File: src/rtl/wb_uart_pkg.sv
// Shared constants and FSM encoding for the wb_uart scheduler.
package wb_uart_pkg;

  // wb_uart register offsets from the base address
  localparam logic [3:0] OFF_DATA      = 4'h0;
  localparam logic [3:0] OFF_RX_STATUS = 4'h4;
  localparam logic [3:0] OFF_TX_STATUS = 4'h8;

  // "ready" flag position inside both status registers
  localparam int ST_BIT = 0;

  typedef enum logic [2:0] {
    S_IDLE,
    S_TX_POLL,
    S_TX_WR,
    S_RX_POLL,
    S_RX_RD,
    S_GAP
  } sched_state_e;

endpackage

File: src/rtl/wb_uart_sched_if.sv
// Wishbone master-side bundle between the scheduler and the wb_uart slave.
interface wb_uart_sched_if #(
  parameter int ADR_W = 32
);
  logic             wbm_cyc_o;
  logic             wbm_stb_o;
  logic             wbm_we_o;
  logic [ADR_W-1:0] wbm_adr_o;
  logic [31:0]      wbm_dat_o;
  logic [3:0]       wbm_sel_o;
  logic [31:0]      wbm_dat_i;
  logic             wbm_ack_i;

  modport master (
    output wbm_cyc_o, wbm_stb_o, wbm_we_o, wbm_adr_o, wbm_dat_o, wbm_sel_o,
    input  wbm_dat_i, wbm_ack_i
  );

  modport slave (
    input  wbm_cyc_o, wbm_stb_o, wbm_we_o, wbm_adr_o, wbm_dat_o, wbm_sel_o,
    output wbm_dat_i, wbm_ack_i
  );
endinterface

File: src/rtl/wb_uart_rr_arb.sv
// Round-robin arbiter with packet lock: a grant taken stays until freed,
// and freeing moves the search start to the requester after the winner.
module wb_uart_rr_arb #(
  parameter  int N_REQ = 2,
  localparam int IDX_W = (N_REQ > 1) ? $clog2(N_REQ) : 1
) (
  input  logic             clk,
  input  logic             rst,
  input  logic [N_REQ-1:0] req,
  input  logic             take,
  input  logic             free,
  output logic             locked,
  output logic [IDX_W-1:0] grant_idx,
  output logic [N_REQ-1:0] grant_oh
);

  logic [IDX_W-1:0] ptr;
  logic [IDX_W-1:0] pick;
  logic [IDX_W-1:0] cand;
  logic             found;

  // first valid requester at or after the pointer, wrapping
  always_comb begin
    pick  = ptr;
    cand  = ptr;
    found = 1'b0;
    for (int i = 0; i < N_REQ; i++) begin
      cand = IDX_W'((int'(ptr) + i) % N_REQ);
      if (!found && req[cand]) begin
        found = 1'b1;
        pick  = cand;
      end
    end
  end

  // lock on take, release and advance the pointer on free
  always_ff @(posedge clk) begin
    if (rst) begin
      locked    <= 1'b0;
      ptr       <= '0;
      grant_idx <= '0;
    end else if (free) begin
      locked <= 1'b0;
      ptr    <= (grant_idx == IDX_W'(N_REQ - 1)) ? '0 : grant_idx + 1'b1;
    end else if (take && !locked && found) begin
      locked    <= 1'b1;
      grant_idx <= pick;
    end
  end

  assign grant_oh = locked ? (N_REQ'(1) << grant_idx) : '0;

endmodule

File: src/rtl/wb_uart_sched.sv
// Wishbone master that feeds N byte streams into one wb_uart and drains
// its receiver into a single valid/ready stream, polling status in hardware.
module wb_uart_sched
  import wb_uart_pkg::*;
#(
  parameter  int               N_REQ     = 2,
  parameter  int               ADR_W     = 32,
  parameter  logic [ADR_W-1:0] BASE_ADDR = '0,
  parameter  int               POLL_GAP  = 16,
  localparam int               IDX_W     = (N_REQ > 1) ? $clog2(N_REQ) : 1
) (
  input  logic                 wb_clk_i,
  input  logic                 wb_rst_i,
  wb_uart_sched_if.master      wbm,
  input  logic [N_REQ-1:0]     req_valid_i,
  input  logic [8*N_REQ-1:0]   req_data_i,
  input  logic [N_REQ-1:0]     req_last_i,
  output logic [N_REQ-1:0]     req_ready_o,
  output logic                 rx_valid_o,
  output logic [7:0]           rx_data_o,
  input  logic                 rx_ready_i,
  input  logic                 rx_en_i,
  output logic                 busy_o
);

  localparam int GAP_W = $clog2(POLL_GAP + 1);

  sched_state_e state, state_n;

  logic             cyc_q, stb_q, we_q;
  logic [ADR_W-1:0] adr_q;
  logic [31:0]      dat_q;
  logic [3:0]       sel_q;

  logic [7:0]       tx_byte;
  logic             tx_last;
  logic             tx_wrote;
  logic [GAP_W-1:0] gap_cnt;

  logic             locked;
  logic [IDX_W-1:0] grant_idx;
  logic [N_REQ-1:0] grant_oh;

  logic             issue, op_we;
  logic [3:0]       op_off;
  logic             arb_take, arb_free;
  logic             tx_done, rx_done;
  logic             bus_done, st_bit, rx_slot, tx_want;
  logic             unused_dat;

  assign bus_done   = cyc_q && wbm.wbm_ack_i;
  assign st_bit     = wbm.wbm_dat_i[ST_BIT];
  assign rx_slot    = rx_en_i && !rx_valid_o;
  // once locked only the owner of the grant can start a TX round
  assign tx_want    = locked ? req_valid_i[grant_idx] : |req_valid_i;
  assign unused_dat = ^wbm.wbm_dat_i[31:8];

  wb_uart_rr_arb #(.N_REQ(N_REQ)) u_arb (
    .clk       (wb_clk_i),
    .rst       (wb_rst_i),
    .req       (req_valid_i),
    .take      (arb_take),
    .free      (arb_free),
    .locked    (locked),
    .grant_idx (grant_idx),
    .grant_oh  (grant_oh)
  );

  // next state and per-state bus request; a bus state issues while cyc is
  // low and leaves on ack, which guarantees an idle cycle between transfers
  always_comb begin
    state_n  = state;
    issue    = 1'b0;
    op_we    = 1'b0;
    op_off   = OFF_DATA;
    arb_take = 1'b0;
    arb_free = 1'b0;
    tx_done  = 1'b0;
    rx_done  = 1'b0;
    case (state)
      S_IDLE: begin
        if (tx_want) begin
          state_n  = S_TX_POLL;
          arb_take = !locked;
        end else if (rx_slot) begin
          state_n = S_RX_POLL;
        end
      end
      S_TX_POLL: begin
        op_off = OFF_TX_STATUS;
        if (!cyc_q) issue = 1'b1;
        else if (wbm.wbm_ack_i)
          state_n = st_bit ? S_TX_WR : (rx_slot ? S_RX_POLL : S_GAP);
      end
      S_TX_WR: begin
        op_we  = 1'b1;
        op_off = OFF_DATA;
        if (!cyc_q) issue = 1'b1;
        else if (wbm.wbm_ack_i) begin
          tx_done  = 1'b1;
          arb_free = tx_last;
          state_n  = rx_slot ? S_RX_POLL : S_IDLE;
        end
      end
      S_RX_POLL: begin
        op_off = OFF_RX_STATUS;
        if (!cyc_q) issue = 1'b1;
        else if (wbm.wbm_ack_i)
          state_n = st_bit ? S_RX_RD : (tx_wrote ? S_IDLE : S_GAP);
      end
      S_RX_RD: begin
        op_off = OFF_DATA;
        if (!cyc_q) issue = 1'b1;
        else if (wbm.wbm_ack_i) begin
          rx_done = 1'b1;
          state_n = S_IDLE;
        end
      end
      S_GAP: begin
        if (gap_cnt == GAP_W'(POLL_GAP - 1)) state_n = S_IDLE;
      end
      default: state_n = S_IDLE;
    endcase
  end

  // state, bus registers, TX capture, RX holding register and gap counter
  always_ff @(posedge wb_clk_i) begin
    if (wb_rst_i) begin
      state      <= S_IDLE;
      cyc_q      <= 1'b0;
      stb_q      <= 1'b0;
      we_q       <= 1'b0;
      adr_q      <= '0;
      dat_q      <= '0;
      sel_q      <= '0;
      tx_byte    <= '0;
      tx_last    <= 1'b0;
      tx_wrote   <= 1'b0;
      gap_cnt    <= '0;
      rx_valid_o <= 1'b0;
      rx_data_o  <= '0;
    end else begin
      state <= state_n;
      if (issue) begin
        cyc_q <= 1'b1;
        stb_q <= 1'b1;
        we_q  <= op_we;
        adr_q <= BASE_ADDR + ADR_W'(op_off);
        dat_q <= op_we ? {24'h0, tx_byte} : 32'h0;
        sel_q <= 4'hF;
      end else if (bus_done) begin
        cyc_q <= 1'b0;
        stb_q <= 1'b0;
        we_q  <= 1'b0;
        adr_q <= '0;
        dat_q <= '0;
        sel_q <= '0;
      end
      // byte is frozen when the write is committed to; later edits are ignored
      if (state == S_TX_POLL && state_n == S_TX_WR) begin
        tx_byte <= req_data_i[8*grant_idx +: 8];
        tx_last <= req_last_i[grant_idx];
      end
      if (tx_done)               tx_wrote <= 1'b1;
      else if (state == S_IDLE)  tx_wrote <= 1'b0;
      gap_cnt <= (state == S_GAP && state_n == S_GAP) ? gap_cnt + 1'b1 : '0;
      if (rx_done) begin
        rx_valid_o <= 1'b1;
        rx_data_o  <= wbm.wbm_dat_i[7:0];
      end else if (rx_valid_o && rx_ready_i) begin
        rx_valid_o <= 1'b0;
      end
    end
  end

  assign wbm.wbm_cyc_o = cyc_q;
  assign wbm.wbm_stb_o = stb_q;
  assign wbm.wbm_we_o  = we_q;
  assign wbm.wbm_adr_o = adr_q;
  assign wbm.wbm_dat_o = dat_q;
  assign wbm.wbm_sel_o = sel_q;

  // accept pulse coincides with the DATA write ack seen by the requester
  assign req_ready_o = (tx_done && !wb_rst_i) ? grant_oh : '0;
  assign busy_o      = (state != S_IDLE);

endmodule

File: src/flat_wrapper.sv
// flat-port wrapper written by rule: the top's interface ports become plain ports
module wb_uart_sched_flat import wb_uart_pkg::*;
#(
  parameter  int               N_REQ     = 2,
  parameter  int               ADR_W     = 32,
  parameter  logic [ADR_W-1:0] BASE_ADDR = '0,
  parameter  int               POLL_GAP  = 16,
  localparam int               IDX_W     = (N_REQ > 1) ? $clog2(N_REQ) : 1
)
  (wb_clk_i, wb_rst_i, req_valid_i, req_data_i, req_last_i, req_ready_o, rx_valid_o, rx_data_o, rx_ready_i, rx_en_i, busy_o, wbm_wbm_cyc_o, wbm_wbm_stb_o, wbm_wbm_we_o, wbm_wbm_adr_o, wbm_wbm_dat_o, wbm_wbm_sel_o, wbm_wbm_dat_i, wbm_wbm_ack_i);
  wb_uart_sched_if #(.ADR_W(ADR_W)) wbm_i ();
  input  logic wb_clk_i;
  input  logic wb_rst_i;
  input  logic [N_REQ-1:0] req_valid_i;
  input  logic [8*N_REQ-1:0] req_data_i;
  input  logic [N_REQ-1:0] req_last_i;
  output logic [N_REQ-1:0] req_ready_o;
  output logic rx_valid_o;
  output logic [7:0] rx_data_o;
  input  logic rx_ready_i;
  input  logic rx_en_i;
  output logic busy_o;
  output wire logic [$bits(wbm_i.wbm_cyc_o)-1:0] wbm_wbm_cyc_o;
  output wire logic [$bits(wbm_i.wbm_stb_o)-1:0] wbm_wbm_stb_o;
  output wire logic [$bits(wbm_i.wbm_we_o)-1:0] wbm_wbm_we_o;
  output wire logic [$bits(wbm_i.wbm_adr_o)-1:0] wbm_wbm_adr_o;
  output wire logic [$bits(wbm_i.wbm_dat_o)-1:0] wbm_wbm_dat_o;
  output wire logic [$bits(wbm_i.wbm_sel_o)-1:0] wbm_wbm_sel_o;
  input wire logic [$bits(wbm_i.wbm_dat_i)-1:0] wbm_wbm_dat_i;
  input wire logic [$bits(wbm_i.wbm_ack_i)-1:0] wbm_wbm_ack_i;
  assign wbm_wbm_cyc_o = wbm_i.wbm_cyc_o;
  assign wbm_wbm_stb_o = wbm_i.wbm_stb_o;
  assign wbm_wbm_we_o = wbm_i.wbm_we_o;
  assign wbm_wbm_adr_o = wbm_i.wbm_adr_o;
  assign wbm_wbm_dat_o = wbm_i.wbm_dat_o;
  assign wbm_wbm_sel_o = wbm_i.wbm_sel_o;
  assign wbm_i.wbm_dat_i = wbm_wbm_dat_i;
  assign wbm_i.wbm_ack_i = wbm_wbm_ack_i;
  wb_uart_sched #(.N_REQ(N_REQ), .ADR_W(ADR_W), .BASE_ADDR(BASE_ADDR), .POLL_GAP(POLL_GAP)) u_core (.wb_clk_i(wb_clk_i), .wb_rst_i(wb_rst_i), .wbm(wbm_i), .req_valid_i(req_valid_i), .req_data_i(req_data_i), .req_last_i(req_last_i), .req_ready_o(req_ready_o), .rx_valid_o(rx_valid_o), .rx_data_o(rx_data_o), .rx_ready_i(rx_ready_i), .rx_en_i(rx_en_i), .busy_o(busy_o));
endmodule
File: config.mk
export PLATFORM = sky130hd
export DESIGN_NAME = wb_uart_sched_flat
export DESIGN_NICKNAME = d
export VERILOG_FILES = /design/src/rtl/wb_uart_pkg.sv /design/src/rtl/wb_uart_sched_if.sv /design/src/rtl/wb_uart_rr_arb.sv /design/src/rtl/wb_uart_sched.sv /design/src/flat_wrapper.sv
export SDC_FILE = /design/constraint.sdc
export NUM_CORES = 1
export LEC_CHECK = 0
export CAP_MARGIN = 25
export CORE_UTILIZATION = 41
export DETAILED_ROUTE_END_ITERATION = 12
export PLACE_DENSITY = 0.86
export SYNTH_ARGS = -nofsm -noshare
export SYNTH_HDL_FRONTEND = slang
export SYNTH_SLANG_ARGS = --single-unit
File: constraint.sdc
create_clock -name wb_clk_i -period 3.5 [get_ports wb_clk_i]
set_clock_uncertainty 0.1 [all_clocks]
set_input_delay 0.7 -clock wb_clk_i [delete_from_list [all_inputs] [get_ports wb_clk_i]]
set_output_delay 0.7 -clock wb_clk_i [all_outputs]
set_load 0.005 [all_outputs]
== Word level (Yosys, flattened, before mapping) ==
Cells that the tools add are included.
Storage, ports and cells
  bits in registers: 72
  input bits: 57
  output and inout bits: 83
  word-level logic and storage cells: 115
Cells by class
  $add $sub $neg: 3
  magnitude comparators: 3
  equal/unequal tests: 8
  shift operators: 2
  muxes and demuxes: 59
  bitwise operators: 2
  reductions and logical operators: 23
Operator list (count)
  32-bit 2-to-1 mux: 2
  3-bit 2-to-1 mux: 15
  1-bit 2-to-1 mux: 32
  3-bit case mux with 6 select lines: 1
  4-bit 2-to-1 mux: 4
  16-bit by 5-bit variable part select with 8-bit output: 1
  3-bit by 2-bit equality test with 1-bit output, second input constant: 3
  3-bit equality test, second input constant: 3
  1-bit logical AND: 9
  8-bit 2-to-1 mux: 1
  4-bit case mux with 2 select lines: 1
  1-bit by 2-bit less-than comparator with 1-bit output, second input constant: 3
  2-bit 2-to-1 mux: 3
  2-bit nonzero test: 3
  2-bit OR reduction: 3
  5-bit by 1-bit adder with 5-bit output, second input constant: 1
  5-bit by 4-bit equality test with 1-bit output, second input constant: 1
  1-bit logical NOT: 4
  4-bit OR reduction: 1
  3-bit by 1-bit equality test with 1-bit output, second input constant: 1
  3-bit logical NOT: 1
  3-bit nonzero test: 1
  1-bit adder, second input constant: 2
  1-bit NOT: 2
  2 further kinds: 2

== Logic depth before layout (Yosys ltp) ==
  depth in word-level cells: 11
  gate-level depth with buffers: 7
  mapped depth without buffers: 7

== Hierarchy ==
From an unflattened synthesis, not the netlist that was laid out.
Second synthesis, totals
  cells, all modules: 256
  area, all modules: 2254.7 um2
By module, submodules not included
  wb_uart_sched: instances 1, cells each 241, area each 2127.0 um2, sequential area each 780.7 um2
  wb_uart_rr_arb: instances 1, cells each 15, area each 127.6 um2, sequential area each 60.1 um2

== Worst setup path after synthesis ==
No wires, ideal clock.
  path type: input -> output
  start point: input wbm_wbm_ack_i
  end point: output req_ready_o[0]
  arrival time: 1.412 ns
  data required time: 2.700 ns
  path slack: 1.288 ns
  cell stages on the path: 4
  buffers on the path: 0
  cell sequence: nand2_1 > nor3_1 > inv_1 > nor4b_1
On the way
  longest elaborated chain between the ends: 5
RTL lines
  start, declared: line flat_wrapper.sv:30  | input wire logic [$bits(wbm_i.wbm_ack_i)-1:0] wbm_wbm_ack_i;
  1-bit 2-to-1 mux: line wb_uart_sched.sv:99  | else if (wbm.wbm_ack_i) begin
  1-bit 2-to-1 mux
  1-bit 2-to-1 mux: line wb_uart_sched.sv:80  | case (state)
  1-bit logical AND: line wb_uart_sched.sv:184  | assign req_ready_o = (tx_done && !wb_rst_i) ? grant_oh : '0;
  2-bit 2-to-1 mux: line wb_uart_sched.sv:184
  end, declared: line flat_wrapper.sv:17  | output logic [N_REQ-1:0] req_ready_o;
Every way passes these cells.

== Worst setup path in the final report ==
Same ends and word-level chain as after synthesis.

==> results.py <==
metrics = {
    "status": {
        "status": "finished clean",
    },
    "logic_synthesis": {
        "ys_warn_count": 0,
        "synth_ff_type": "dfxtp_1",
        "synth_edf_count": 0,
        "syn_inst": 269,
        "synth_area_sq_um": 2392,
        "synth_seq_cells": 42,
        "yosys.area.top_type_share_pct": 35.15,
        "synth_area_leaders": "dfxtp_1 (35%), buf_4 (19%), mux2i_1 (7.5%), nor2_1 (4.6%), a21oi_1 (4.0%)",
        "ys_seq_area_share_pct": 35.15,
        "synth.distinct_cells": 45,
        "syn-mean-instance-area_sq_um": 8.893,
        "async_flop_share_pct": 0,
        "synth_area_leader_cell": "dfxtp_1",
    },
    "critical_path": {
        "critical-path-slowest-cell": "clkdlybuf4s50_1",
        "crit_chain": "clkdlybuf4s50_1 -> nand2_1 -> nor3_2 -> inv_1 -> nor4b_1 -> clkdlybuf4s50_1",
        "crit_top_cell": "clkdlybuf4s50_1",
        "arrival_ns": 2.50,
        "crit_cells": 6,
        "critical-path-top-delay-family": "buffers and inverters",
        "r2r_cells": 4,
        "worstSetupPathType": "in2out",
        "cp.required_ns": 2.70,
        "crit_path_start_kind": "primary input",
        "critPathMaxFanout": 5,
        "critPathBufInv": 3,
        "cpPeakStageDelay_ns": 0.55,
        "crit_path_end_kind": "output port",
    },
    "detailed_routing": {
        "wl_per_cell_um": 11.65,
        "vias": 1881,
        "dr.first_iter.drc_count": 127,
        "vias_per_cell": 4.762,
        "postRouteAntennaNets": 0,
        "wl_um": 4601,
        "drtPass1Iterations": 5,
        "drt_drc_violations_left": 0,
    },
    "die": {
        "fp.dieH_um": 78.39,
        "die-area_sq_um": 6144,
        "row_count": 27,
        "start_util_pct": 42.92,
        "die_x_um": 78.39,
        "core_sq_um": 5574,
        "pin_count": 140,
    },
    "place": {
        "routabilityCongestion": 0.9126,
        "port_buffers": 61,
        "dpl.hpwl_um": 3491,
    },
    "worst_hold_path": {
        "worstHoldPathCells": 1,
        "hp-class": "reg2reg",
    },
    "cells_and_area": {
        "antennaDiodeCount": 0,
        "layout_common_cells": "clkdlybuf4s50_1 (61), conb_1 (54), dfxtp_1 (42)",
        "syn2layout_area_growth_pct": 21.50,
        "fin_nets": 381,
        "num-fill-cells": 503,
        "final_common_cell": "clkdlybuf4s50_1",
        "drive_gt1_share_pct": 5.882,
    },
    "cts": {
        "cts-root-buf": "clkbuf_8",
        "cts_buffer_depth": 2,
        "cts_tree": "yes",
        "cts_max_level": 2,
        "cts_hold_buf": 0,
        "clk_pin_slew_worst_paths_ns": 0.07,
        "clock-sinks": 42,
        "cts_setup_buffers": 0,
        "cts-buffers-inserted": 5,
        "cts_resized": 0,
        "worstSkewPairLatency_ns": 0.29,
    },
    "global_routing": {
        "grt_max_degree": 26,
        "grtUsageTotal_pct": 15.49,
        "grt_first_pass_wirelength_um": 7665,
        "grt_pass1_vias": 1680,
        "grt_overflow": 0,
        "grt_antenna_before_repair": 0,
    },
    "timing": {
        "rsz0062_at_grt": "no",
        "finalSetupViolCount": 0,
        "fin_crit_sh_pct": 94.28,
        "slew_viol_final": 0,
        "period_minus_slack_ns": 3.300,
        "hold_viol": 0,
        "fin_setup_tns_ns": 0,
        "fmax_mhz": 303.0,
        "hold_ws_ns": 0.3520,
        "slew-limit-headroom_pct": 53.84,
        "tightestPinTransition_ns": 0.6914,
    },
    "power_and_ir_drop": {
        "ir_worst_vdd_mv": 0.2066,
        "leakage_nw": 1.144,
        "powerDensity_nw_per_um2": 362.1,
    },
    "run": {
        "drv_cap": 0,
    },
}
per-layer routing:
metal | wire (um) | GRT usage (%) | share of wire [%]
met1 | 1997 | 19.18 | 43
met2 | 2256 | 26.67 | 49
met3 | 284 | 2.791 | 6.2
met4 | 62 | 5.741 | 1.3
met5 | 0 | 0 | 0
cells in the mapped netlist (all sizes together) (2+ instances only):
cell / number
a31oi: 2
nand3: 3
dfxtp: 42
mux2i: 18
or3: 2
buf: 67
a21o: 2
a22oi: 9
and2: 3
nor3: 6
o21ai: 5
nand3b: 3
nor2: 29
nand2: 8
clkbuf: 5
and3: 3
a21boi: 2
nor4b: 3
a21oi: 19
inv: 6
nand2b: 3
ha: 2
nor2b: 2
a211oi: 10
power by group:
group | leakage [nW] | switching (mW) | total (mW) | internal (mW)
registers | 0.340 | 0.0353 | 0.525 | 0.490
logic | 0.757 | 0.0966 | 0.203 | 0.107
clock network | 0.0472 | 0.165 | 0.324 | 0.159
total | 1.14 | 0.297 | 1.05 | 0.755
worst paths after layout:
path | to | start | slack, ns
hold / removal | u_core.gap_cnt[0] | u_core.gap_cnt[0] | 0.35
setup / recovery | req_ready_o[0] | wbm_wbm_ack_i | 0.20
hold reg to reg | u_core.gap_cnt[0] | u_core.gap_cnt[0] | 0.35
setup reg to reg | u_core.tx_byte[5] | u_core.state[0] | 1.23
through the flow:
stage	cells	util, %	area (sq um)	total power [mW]	worst slack (ns)
after floorplan	322	-	2591	0.7025	1.288
after global placement	387	50.35	2806	0.7314	0.1452
after detailed placement	387	50.35	2806	0.7372	0.1243
after CTS	395	52.05	2902	1.059	0.09540
after global routing	395	52.14	2907	1.106	0.07528
final	395	52.14	2907	1.052	0.2001
flip-flops by register name, indices dropped and copies added, names as in the netlist, 2 cells and up:
name	cells
u_core.gap_cnt	5
u_core.rx_data_o	8
u_core.state	3
u_core.tx_byte	8
u_core.wbm.wbm_adr_o	2
u_core.wbm.wbm_dat_o	8
area by class of cell:
type | count | area, sq um | share of cell area, %
multi-input combinational | 202 | 1217 | 41.89
sequential | 42 | 840.8 | 28.93
timing repair buffer | 65 | 640.6 | 22.04
tap | 72 | 90.09 | 3.099
clock buffer | 6 | 82.58 | 2.841
inverter | 6 | 22.52 | 0.7749
clock inverter | 2 | 12.51 | 0.4305
logic make-up after synthesis:
family | share of synthesized area (%)
buffers and inverters | 22.49
xor gates and xnor gates | 0.7324
AOI/OAI and AO/OA | 17.00
other | 0.1568
DFF | 35.15
adders and majority gates | 1.046
muxes | 7.531
and+or+nand+nor | 15.90
worst register-to-register path: cells and delay by family, from the launching register on:
kind	cells	cell delay (ns)
and+or+nand+nor	3	1.19
DFF	1	0.72
AOI/OAI and AO/OA	1	0.14
Note: power is estimated with default switching activity, not from simulation.
